`src/rtl/ram_stream_reader.sv`:
```
// ram_stream_reader
//   Reads a burst of consecutive words from a single-port, write-first block RAM
//   (1-cycle read latency) and streams them out through a 2-entry FIFO with
//   valid/ready handshake. A side write channel shares the RAM port; reads have
//   priority and writes are granted in every cycle without a read.
//
// Ports
//   clk, rst_n              clock (rising edge), asynchronous active-low reset
//   start, base_addr, count burst request; base_addr/count sampled with start
//   busy, done              burst active / one-cycle completion pulse
//   out_valid, out_ready,   stream output; out_last marks the final word
//   out_data, out_last
//   wr_req, wr_addr,        side write channel; wr_ack is combinational grant
//   wr_data, wr_ack
//   ram_en, ram_we,         block RAM port
//   ram_addr, ram_di, ram_dout

module ram_stream_reader #(
    parameter int unsigned ADDR_WIDTH = 8,
    parameter int unsigned DATA_WIDTH = 8
) (
    input  logic                  clk,
    input  logic                  rst_n,
    input  logic                  start,
    input  logic [ADDR_WIDTH-1:0] base_addr,
    input  logic [ADDR_WIDTH:0]   count,
    output logic                  busy,
    output logic                  done,
    output logic                  out_valid,
    input  logic                  out_ready,
    output logic [DATA_WIDTH-1:0] out_data,
    output logic                  out_last,
    input  logic                  wr_req,
    input  logic [ADDR_WIDTH-1:0] wr_addr,
    input  logic [DATA_WIDTH-1:0] wr_data,
    output logic                  wr_ack,
    output logic                  ram_en,
    output logic                  ram_we,
    output logic [ADDR_WIDTH-1:0] ram_addr,
    output logic [DATA_WIDTH-1:0] ram_di,
    input  logic [DATA_WIDTH-1:0] ram_dout
);

    typedef enum logic [1:0] {StIdle, StRun, StDrain} state_e;

    localparam logic [ADDR_WIDTH:0] RemOne = {{ADDR_WIDTH{1'b0}}, 1'b1};

    state_e                state_q, state_d;
    logic [ADDR_WIDTH-1:0] addr_q, addr_d;
    logic [ADDR_WIDTH:0]   remaining_q, remaining_d;
    logic                  done_q, done_d;
    // A read issued last cycle whose data is on ram_dout now
    logic                  inflight_q, inflight_last_q;

    logic [DATA_WIDTH-1:0] fifo_data_q [2];
    logic                  fifo_last_q [2];
    logic                  rd_ptr_q, wr_ptr_q;
    logic [1:0]            fifo_cnt_q;

    logic issue, last_issue, push, pop, wr_grant;

    // Credit check: buffered words plus the word in flight must leave room.
    assign issue      = (state_q == StRun) && ((fifo_cnt_q + {1'b0, inflight_q}) < 2'd2);
    assign last_issue = issue && (remaining_q == RemOne);
    assign push       = inflight_q;
    assign pop        = out_valid && out_ready;
    // Gated by rst_n so no write is granted while the block is held in reset.
    assign wr_grant   = rst_n && wr_req && !issue;

    assign busy      = (state_q == StRun) || (state_q == StDrain);
    assign done      = done_q;
    assign out_valid = (fifo_cnt_q != 2'd0);
    assign out_data  = fifo_data_q[rd_ptr_q];
    assign out_last  = out_valid && fifo_last_q[rd_ptr_q];
    assign wr_ack    = wr_grant;

    always_comb begin
        ram_en   = 1'b0;
        ram_we   = 1'b0;
        ram_addr = '0;
        ram_di   = '0;
        if (issue) begin
            ram_en   = 1'b1;
            ram_addr = addr_q;
        end else if (wr_grant) begin
            ram_en   = 1'b1;
            ram_we   = 1'b1;
            ram_addr = wr_addr;
            ram_di   = wr_data;
        end
    end

    always_comb begin
        state_d     = state_q;
        addr_d      = addr_q;
        remaining_d = remaining_q;
        done_d      = 1'b0;
        unique case (state_q)
            StIdle: begin
                if (start) begin
                    if (count != '0) begin
                        addr_d      = base_addr;
                        remaining_d = count;
                        state_d     = StRun;
                    end else begin
                        done_d = 1'b1;
                    end
                end
            end
            StRun: begin
                if (issue) begin
                    addr_d      = addr_q + {{(ADDR_WIDTH-1){1'b0}}, 1'b1};
                    remaining_d = remaining_q - RemOne;
                    if (last_issue) begin
                        state_d = StDrain;
                    end
                end
            end
            StDrain: begin
                if ((fifo_cnt_q == 2'd0) && !inflight_q) begin
                    state_d = StIdle;
                    done_d  = 1'b1;
                end
            end
            default: state_d = StIdle;
        endcase
    end

    always_ff @(posedge clk or negedge rst_n) begin
        if (!rst_n) begin
            state_q         <= StIdle;
            addr_q          <= '0;
            remaining_q     <= '0;
            done_q          <= 1'b0;
            inflight_q      <= 1'b0;
            inflight_last_q <= 1'b0;
        end else begin
            state_q         <= state_d;
            addr_q          <= addr_d;
            remaining_q     <= remaining_d;
            done_q          <= done_d;
            inflight_q      <= issue;
            inflight_last_q <= last_issue;
        end
    end

    // Only reads set inflight_q, so the write-first echo is never captured.
    always_ff @(posedge clk or negedge rst_n) begin
        if (!rst_n) begin
            for (int i = 0; i < 2; i++) begin
                fifo_data_q[i] <= '0;
                fifo_last_q[i] <= 1'b0;
            end
            rd_ptr_q   <= 1'b0;
            wr_ptr_q   <= 1'b0;
            fifo_cnt_q <= 2'd0;
        end else begin
            if (push) begin
                fifo_data_q[wr_ptr_q] <= ram_dout;
                fifo_last_q[wr_ptr_q] <= inflight_last_q;
                wr_ptr_q              <= ~wr_ptr_q;
            end
            if (pop) begin
                rd_ptr_q <= ~rd_ptr_q;
            end
            if (push && !pop) begin
                fifo_cnt_q <= fifo_cnt_q + 2'd1;
            end else if (pop && !push) begin
                fifo_cnt_q <= fifo_cnt_q - 2'd1;
            end
        end
    end

endmodule

```
`config.mk`:
```
export PLATFORM = sky130hd
export DESIGN_NAME = ram_stream_reader
export DESIGN_NICKNAME = d
export VERILOG_FILES = /design/src/rtl/ram_stream_reader.sv
export SDC_FILE = /design/constraint.sdc
export NUM_CORES = 1
export LEC_CHECK = 0
export BUFFER_PORTS_ARGS = -buffer_cell sky130_fd_sc_hd__buf_2
export CORE_MARGIN = 10
export CORE_UTILIZATION = 39
export DETAILED_ROUTE_END_ITERATION = 12
export GPL_ROUTABILITY_DRIVEN = 0
export HOLD_SLACK_MARGIN = 0.06
export PLACE_DENSITY_LB_ADDON = 0.05
export SLEW_MARGIN = 20
export SYNTH_ARGS = -nofsm -noshare
export SYNTH_HDL_FRONTEND = slang
export SYNTH_SLANG_ARGS = --single-unit
```
`constraint.sdc`:
```
create_clock -name clk -period 3.84 [get_ports clk]
set_input_delay 0 -clock clk [delete_from_list [all_inputs] [get_ports clk]]
set_output_delay 0 -clock clk [all_outputs]
set_load 0.02 [all_outputs]
```
Word-level counts from Yosys, hierarchy flattened. Cells that the tools add are included.

Output and inout bits: 31. Input port bits: 46. Word-level logic and storage cells: 95. Flip-flop bits (word level): 44.

Add/sub/neg operators: 5. Reductions and logical operators: 22. Equality and inequality tests: 8. Bitwise operators: 4. Multiplexer cells: 39. Magnitude comparators: 4.

Operator list (number): 2-to-1 mux 8 bit (11); 2-to-1 mux 9 bit (3); one-hot mux 9 bit (2 select lines) (1); bitwise mux 16 bit (1); one-hot mux 8 bit (2 select lines) (1); 2-to-1 mux 2 bit (7); logical AND 1 bit (10); 2-to-1 mux 1 bit (10); == test 9 x 1 -> 1 bit, second input constant (1); nonzero test 9 bit (1); subtractor 9 x 1 -> 9 bit, second input constant (1); adder 8 x 1 -> 8 bit, second input constant (1); demux 8 bit (select 1 bit) (1); != test 2 bit, second input constant (4); one-hot mux 2 bit (3 select lines) (1); nonzero test 2 bit (3); AND reduction 5 bit (1); greater-or-equal comparator 2 bit, second input constant (2); logical NOT 2 bit (2); NOT 1 -> 2 bit (2); AND reduction 4 bit (1); logical NOT 1 bit (3); adder 2 x 1 -> 2 bit (1); adder 2 x 1 -> 2 bit, second input constant (1); other kinds (11) (12).

Longest topological paths before layout. Gate-level depths: netlist of the first run.

Word-level depth: 7. Depth in mapped cells: 10. Mapped depth without buffers: 7.

Worst setup path before layout of the first run. OpenSTA, ideal clock, no wires.

Path kind: register to register. Start point: reg state_q[1]. End point: reg state_q[0]. Arrival: 1.821 ns. Buffers on the path: 1. Stages on the path, launching flop included: 9. Setup slack: 1.892 ns. Period minus slack after synthesis: 1.948 ns. Path through: dfrtp_1 inv_1 ha_1 buf_2 and2_4 mux2_4 nand4_1 a221o_1 mux2_1.

Longest elaborated chain between the ends: 5.

Ends and longest elaborated chain: start, declared (RTL line 48) `state_e state_q, state_d;`; start signal, assigned (RTL line 131) `state_q <= StIdle;`; start signal, assigned (RTL line 138) `state_q <= state_d;`; == test 2 x 1 -> 1 bit (RTL line 63, 98); logical AND 1 bit (RTL line 63) `assign issue = (state_q == StRun) && ((fifo_cnt_q + {1'b0, inflight_q}) < 2'd2);`; logical AND 1 bit (RTL line 64) `assign last_issue = issue && (remaining_q == RemOne);`; != test 2 bit (no line); AND reduction 5 bit (no line).

Parallel ways exist; a longest one is shown, timed or not. A chain may end at the register's enable or synchronous reset.

Worst setup path after layout of the first run.
Start point: reg state_q[1]. End point: reg remaining_q[7].

Longest elaborated chain between the ends: 4.

Ends and longest elaborated chain: == test 2 x 1 -> 1 bit (RTL line 63, 98); logical AND 1 bit (RTL line 63); != test 2 bit (no line); AND reduction 4 bit (no line); end signal, assigned (RTL line 140) `remaining_q <= remaining_d;`; end, declared (RTL line 50) `logic [ADDR_WIDTH:0] remaining_q, remaining_d;`.

Parallel ways exist; a longest one is shown, timed or not.

==> results of run 1 <==
-- state kept, by name, indices dropped and copies added (netlist names) --
name / count
wr_ptr_q: 1
inflight_q: 1
rd_ptr_q: 1
remaining_q: 9
done: 1
fifo_last_q: 2
inflight_last_q: 1
fifo_data_q: 16
addr_q: 8
state_q: 2
fifo_cnt_q: 2
-- per-stage QoR --
| step | power [mW] | util (%) | setup WS, ns | hold slack, ns |
|---|---|---|---|---|
| after floorplan | 2.00 | - | 1.89 | -0.296 |
| after global placement | 2.32 | 47.1 | 1.26 | 0.132 |
| after detailed placement | 2.33 | 47.1 | 1.22 | 0.139 |
| after CTS | 2.66 | 52.8 | 1.20 | 0.0731 |
| after global routing | 2.86 | 52.8 | 0.979 | 0.0920 |
| final | 2.61 | 52.9 | 1.20 | 0.0816 |
-- worst reg2reg max path, stage by stage (launching register included) --
cell	delay [ns]
dfrtp_1	0.38
inv_1	0.10
ha_1	0.40
and2_4	0.28
a2111oi_4	0.34
and2_1	0.68
and4_1	0.30
nor3_1	0.05
-- metal layers --
metal	GRT usage [%]	vias to the layer above
met5	0	-
met4	3.75	0
met3	3.43	5
met2	22.5	47
met1	16.0	1010
li1	-	1098
-- layout make-up --
type                       count  area [um2]  share of cell area [%]
multi-input combinational    179        1350                    40.3
clock buffer                   6        82.6                    2.46
inverter                      12        45.0                    1.34
clock inverter                 2        10.0                   0.298
antenna                        1        2.50                  0.0745
tap                           77        96.3                    2.87
timing repair buffer         105         666                    19.8
sequential                    44        1100                    32.8
-- worst paths after layout --
| kind | cells past startpoint | endpoint | slack, ns |
|---|---|---|---|
| worst min register to register | 1 | wr_ptr_q | 0.50 |
| max in group asynchronous | 3 | fifo_data_q[13] | 3.11 |
| worst max-delay path | 7 | remaining_q[7] | 1.20 |
| worst min-delay path | 3 | remaining_q[2] | 0.08 |
| min in group asynchronous | 3 | rd_ptr_q | 0.32 |
| worst max register to register | 7 | remaining_q[7] | 1.20 |
-- report_power, final --
group / internal, mW / leakage, nW / switching [mW]
combinational: 0.637 / 1.01 / 0.781
clock: 0.144 / 0.0510 / 0.156
sequential: 0.686 / 0.522 / 0.211
-- cell usage after synthesis (3+ instances only) --
cell type | instances | area share [%]
a21oi_1 | 12 | 2.3
a22o_1 | 8 | 2.7
and2_1 | 10 | 2.4
and3_1 | 3 | 0.73
buf_2 | 3 | 0.59
clkbuf_1 | 6 | 0.88
dfrtp_1 | 44 | 43
ha_1 | 9 | 4.4
inv_1 | 12 | 1.8
mux2_2 | 26 | 11
mux2i_1 | 3 | 1.2
nand2_1 | 15 | 2.2
nand2b_1 | 4 | 0.98
nand3_1 | 12 | 2.3
nand4_1 | 3 | 0.73
nor2_1 | 11 | 1.6
nor3_1 | 5 | 0.98
o21ai_0 | 7 | 1.4
o22ai_1 | 8 | 2.0
xor2_1 | 3 | 1.0
-- cells by family (layout without fill, tap and decap cells) --
family / after synthesis / in the layout / synth area share, %
and+or+nand+nor: 81 / 81 / 17.7
buffers and inverters: 23 / 125 / 4.25
adders and majority gates: 9 / 9 / 4.39
other: 0 / 1 / 0
AOI/OAI and AO/OA: 52 / 52 / 14.9
xor gates and xnor gates: 5 / 5 / 1.71
muxes: 32 / 32 / 14.1
DFF: 44 / 44 / 42.9
-- placed cells by master, fill, tap and decap left out, types with 3 or more instances in the layout --
master and instances:
a21oi_1 12, nand3_1 12, nand2b_1 4, mux2_2 26
nor2_1 11, mux2i_1 3, dfrtp_1 44, xor2_1 3
a22o_1 8, nor3_1 5, o22ai_1 8, buf_2 76
o21ai_0 7, ha_1 9, nand4_1 3, clkbuf_8 6
dlygate4sd3_1 27, and2_1 10, and3_1 3, inv_1 12
nand2_1 15
==> summary.txt, run 1 <==
Power and ir drop
  • Pleak: 1.58 nW
  • Max IR drop VDD: 0.335 mV
  • Power Density: 779 nW/um2

Yosys
  • Synth cell types: 54
  • Main synth FF type: dfrtp_1
  • Gate Count Post-Synth: roughly 250
  • EDFF count, synth: 0
  • Mapped Area: 2560 um2
  • Ys Warns: 0
  • Asr flop ratio synth: 100%
  • Mean Syn Cell Area: around 10 um2
  • Syn_nets: between 300 and 400
  • Seq/Total Area, Yosys: a little over two fifths
  • Post-synthesis register bit count: 44

Clock network
  • Sinks on Clock Net: 44
  • Clock root buffer: clkbuf_8
  • Longest Clk Path Bufs: 2
  • TritonCTS clock tree: done
  • Worst-skew pair later-pin latency: around 0.30 ns
  • Cts bufs inserted: 5
  • Hold-fix buffers, CTS: 27
  • Clk slew on worst S/H paths: 0.09 ns
  • Post-CTS Resized: 0
  • Depth of the CTS H-tree: 2
  • Setup Fix Bufs, Post-CTS: 0

Critical path
  • WP data required: between 4 and 5 ns
  • Setup crit start kind: flop
  • Worst path top cell family by delay: simple AND/OR/NAND/NOR gates
  • Worst Setup SP: state_q[1]
  • Slowest stage delay, CP: a little under 0.7 ns
  • R2r startpoint: state_q[1]
  • Worst Path Arrival: roughly 2.8 ns
  • Crit path capture type: flop
  • Buf/Inv on CP: 1
  • Slowest library cell on the worst path: and2_1
  • Crit path max fanout: 20
  • Critical path class: flop to flop
  • Worst-path cell chain: inv_1 -> ha_1 -> and2_4 -> a2111oi_4 -> and2_1 -> and4_1 -> nor3_1

Drt
  • Met2 wire len: 3410 um
  • DR top layer: met4
  • Detailed-route via count: between 2000 and 2500
  • Via/cell ratio: 5.07
  • Initial DRC count: 41
  • Routed Antenna Nets: 0
  • WL final: 6660 um
  • Met3 WL: around 360 um
  • DRT met1 WL: 2830 um
  • DRC: 0
  • Wire per inst: approximately 16 um
  • Drt pass-1 iters: 4

Global routing
  • Initial antenna violation count: 0
  • Remaining Overflow, GRT: 0
  • Total track usage: 13.2%
  • Number of global-route vias before repair: 2251
  • First-pass GRT wire length: roughly 11000 um
  • Pin count of the biggest net entering global routing: 46

STA
  • Final worst path period need: 2.64 ns
  • Final Setup Violations: 0
  • Max Freq: 379 MHz
  • Slew @ Worst Pin: 0.833 ns
  • Final hold vios: 0
  • Rel. slew slack: 44.4%
  • Clk_skew: 0.00677 ns
  • Final setup TNS: 0 ns
  • Post-route clock period utilization: approximately two thirds
  • RSZ-0062 raised after global routing: no
  • Slew Viols, Final: 0

Die
  • Core ar.: roughly 6300 um2
  • # rows: 29
  • Chip Width: ~100 um
  • Die Span Y: 101 um
  • Die area: 10200 um2
  • Ports: 77
  • Initial core utilization: 40.4%

Cells and area
  • Fin nets: between 400 and 500
  • Share of cells above drive strength 1: 35.3%
  • Area delta synth->final: 30.9%
  • Fin cells: 426
  • Fin area: 3360 um2
  • Fill cells: 624

Run status
  • Status: finished, final reports clean

Placement
  • IO Port Bufs: 76
  • Cells after DPL: 390
  • Dpl hpwl: around 4900 um
  • Area after DPL: 2990 um2

Hold path
  • Hold Path Origin: count[2]
  • Hold crit path type: input port to flop

Job
  • Max_cap viols: 0
Note: power is estimated with default switching activity, not from simulation.
==> run 2: changes to the inputs <==
clock period = 2.7 ns   (was 3.84 ns; I/O delays follow)
==> run 2 against run 1 <==
Global-route usage fell by 0.26 points. Power rose by 46%. Critical path depth did not move. Worst setup slack got worse by 0.77 ns. Worst hold slack improved by 0.0039 ns.
==> summary.txt, run 2 (synthesis gave the netlist of run 1 again) <==
Critical path
  • Worst-path cell chain: inv_1 -> ha_1 -> and2_4 -> mux2_4 -> nor2_4 -> a22o_1 -> buf_2 (was inv_1 -> ha_1 -> and2_4 -> a2111oi_4 -> and2_1 -> and4_1 -> nor3_1)
  • Setup crit start kind: flop (unchanged)
  • Crit path max fanout: 17 (was 20)
  • Worst Path Arrival: 2.27 ns (was 2.82 ns)
  • R2r worst-path depth: 9 (was 7)
  • Slowest library cell on the worst path: dfrtp_1 (was and2_1)
  • Crit path capture type: output pin (was flop)
  • Critical path class: flop to output pin (was flop to flop)
  • WP data required: 2.70 ns (was 4.03 ns)
  • Slowest stage delay, CP: 0.37 ns (was 0.68 ns)

Cells and area
  • Multi-input gate area: 1350 um2 (unchanged)
  • Biggest register: fifo_data_q (unchanged)
  • Largest register FFs: 16 (unchanged)
  • Fin nets: 404 (was 402)
  • Area delta synth->final: 31.9% (was 30.9%)
  • Most frequent cells in the layout: 76 x buf_2, 44 x dfrtp_1, 26 x mux2_2, 26 x dlygate4sd3_1, 15 x nand2_1 (was 76 x buf_2, 44 x dfrtp_1, 27 x dlygate4sd3_1)
  • Sequential cell area: 1100 um2 (unchanged)
  • Ant. Diodes: 0 (was 1)
  • Share of cells above drive strength 1: 35.7% (was 35.3%)
  • Top flop regs: fifo_data_q (16), remaining_q (9), addr_q (8) (unchanged)
  • Fill cells: 600 (was 624)
  • Commonest non-fill, non-tap cell in the layout: buf_2 (unchanged)

Job
  • Max_cap viols: 0 (unchanged)

Die
  • Ports: 77 (unchanged)
  • Die Span Y: 101 um (unchanged)
  • Die area: 10200 um2 (unchanged)
  • # rows: 29 (unchanged)
  • Initial core utilization: 40.4% (unchanged)
  • Core ar.: 6350 um2 (unchanged)
  • Chip Width: 101 um (unchanged)

STA
  • Final setup TNS: 0 ns (unchanged)
  • Post-route clock period utilization: 84.0%
  • Final worst path period need: 2.27 ns
  • Clk_skew: 0.00577 ns (was 0.00677 ns)
  • Rel. slew slack: 62.5% (was 44.4%)
  • Slew @ Worst Pin: 0.562 ns (was 0.833 ns)
  • Max Freq: approximately 440 MHz
  • Post-route setup slack: 0.432 ns (was 1.20 ns)
  • Slew Viols, Final: 0 (unchanged)
  • Final hold vios: 0 (unchanged)
  • Final Setup Violations: 0 (unchanged)
  • RSZ-0062 raised after global routing: no (unchanged)

Clock network
  • Longest Clk Path Bufs: 2 (unchanged)
  • Post-CTS Resized: 0 (unchanged)
  • Depth of the CTS H-tree: 2 (unchanged)
  • Clock root buffer: clkbuf_8 (unchanged)
  • Clk slew on worst S/H paths: 0.08 ns (was 0.09 ns)
  • Cts bufs inserted: 5 (unchanged)
  • Worst-skew pair later-pin latency: 0.29 ns (was 0.30 ns)
  • Hold-fix buffers, CTS: 26 (was 27)
  • TritonCTS clock tree: done (unchanged)
  • Sinks on Clock Net: 44 (unchanged)
  • Setup Fix Bufs, Post-CTS: 0 (unchanged)

Global routing
  • Total track usage: 13.0% (was 13.2%)
  • Remaining Overflow, GRT: 0 (unchanged)
  • Number of global-route vias before repair: 2200 (was 2251)
  • First-pass GRT wire length: 11000 um (was 11200 um)
  • Pin count of the biggest net entering global routing: 45 (was 46)
  • Initial antenna violation count: 0 (unchanged)

Drt
  • Drt pass-1 iters: 4 (unchanged)
  • Routed Antenna Nets: 0 (unchanged)
  • Via/cell ratio: 5.15 (was 5.07)
  • Detailed-route via count: 2199 (was 2160)
  • DRC: 0 (unchanged)
  • Initial DRC count: 82 (was 41)
  • WL final: 6580 um (was 6660 um)
  • Wire per inst: 15.4 um (was 15.6 um)

Power and ir drop
  • Max IR drop VDD: 0.547 mV (was 0.335 mV)
  • Power Density: 1130 nW/um2 (was 779 nW/um2)
  • Pleak: 1.60 nW (was 1.58 nW)

Hold path
  • Hold crit path type: input port to flop (unchanged)
  • Hold path cells: 3 (unchanged)

Placement
  • Dpl hpwl: 4960 um (was 4910 um)
  • Place WS: 0.485 ns (was 1.22 ns)
  • IO Port Bufs: 76 (unchanged)

Run status
  • Status: finished, final reports clean (unchanged)
==> run 2: cell count changes in the layout (fill, tap and decap cells not counted) <==
cell / delta
buf_4: +3
clkbuf_8: -1
diode_2: -1
bufinv_16: +1
clkinv_2: -1
dlygate4sd3_1: -1
clkbuf_1: +1
==> run 2: cell type report <==
class / count / area share [%]
Tap cell: 77 / 2.85
Clock inverter: 2 / 1.04
Timing Repair Buffer: 107 / 20.1
Multi-Input combinational cell: 179 / 40.0
Sequential cell: 44 / 32.6
Clock buffer: 6 / 2.15
Inverter: 12 / 1.33
==> run 2: worst paths after layout <==
check,slack [ns],end,start
max,0.43,ram_addr[7],state_q[1]
min,0.09,remaining_q[3],count[3]
max reg2reg,0.46,addr_q[4],state_q[1]
min reg2reg,0.50,wr_ptr_q,wr_ptr_q
max in group asynchronous,1.97,addr_q[1],rst_n
min in group asynchronous,0.36,fifo_data_q[2],rst_n
==> run 2: routing by layer <==
layer  up-vias  routed length, um  global-route usage [%]
li1       1102                  -                       -
met1      1050               2810                    15.3
met2        43               3350                    22.4
met3         4                356                    3.77
met4         0                 53                    3.22
met5         -                  0                       0
==> run 2: per-stage QoR <==
stage	area, um2	hold WS [ns]	power, mW	cells	utilization [%]
after floorplan	2560	-0.296	2.84	246	-
after global placement	3010	0.172	3.32	393	47.5
after detailed placement	3010	0.169	3.34	393	47.5
after CTS	3380	0.0754	3.88	427	53.3
after global routing	3380	0.0852	4.15	427	53.3
final	3380	0.0855	3.83	427	53.3
==> run 2: worst max-delay path, delay by kind of cell, from the launching register on <==
kind / cells / cell delay, ns
AOI/OAI and AO/OA: 1 / 0.22
muxes: 1 / 0.36
adders and majority gates: 1 / 0.24
and+or+nand+nor: 2 / 0.52
DFF: 1 / 0.37
buffers and inverters: 2 / 0.26
==> run 2: report_power, final <==
| group | leakage (nW) | switching [mW] | internal, mW | total, mW |
|---|---|---|---|---|
| clock | 0.0552 | 0.222 | 0.275 | 0.497 |
| sequential | 0.522 | 0.302 | 0.975 | 1.28 |
| combinational | 1.02 | 1.12 | 0.936 | 2.05 |
| total | 1.60 | 1.64 | 2.19 | 3.83 |
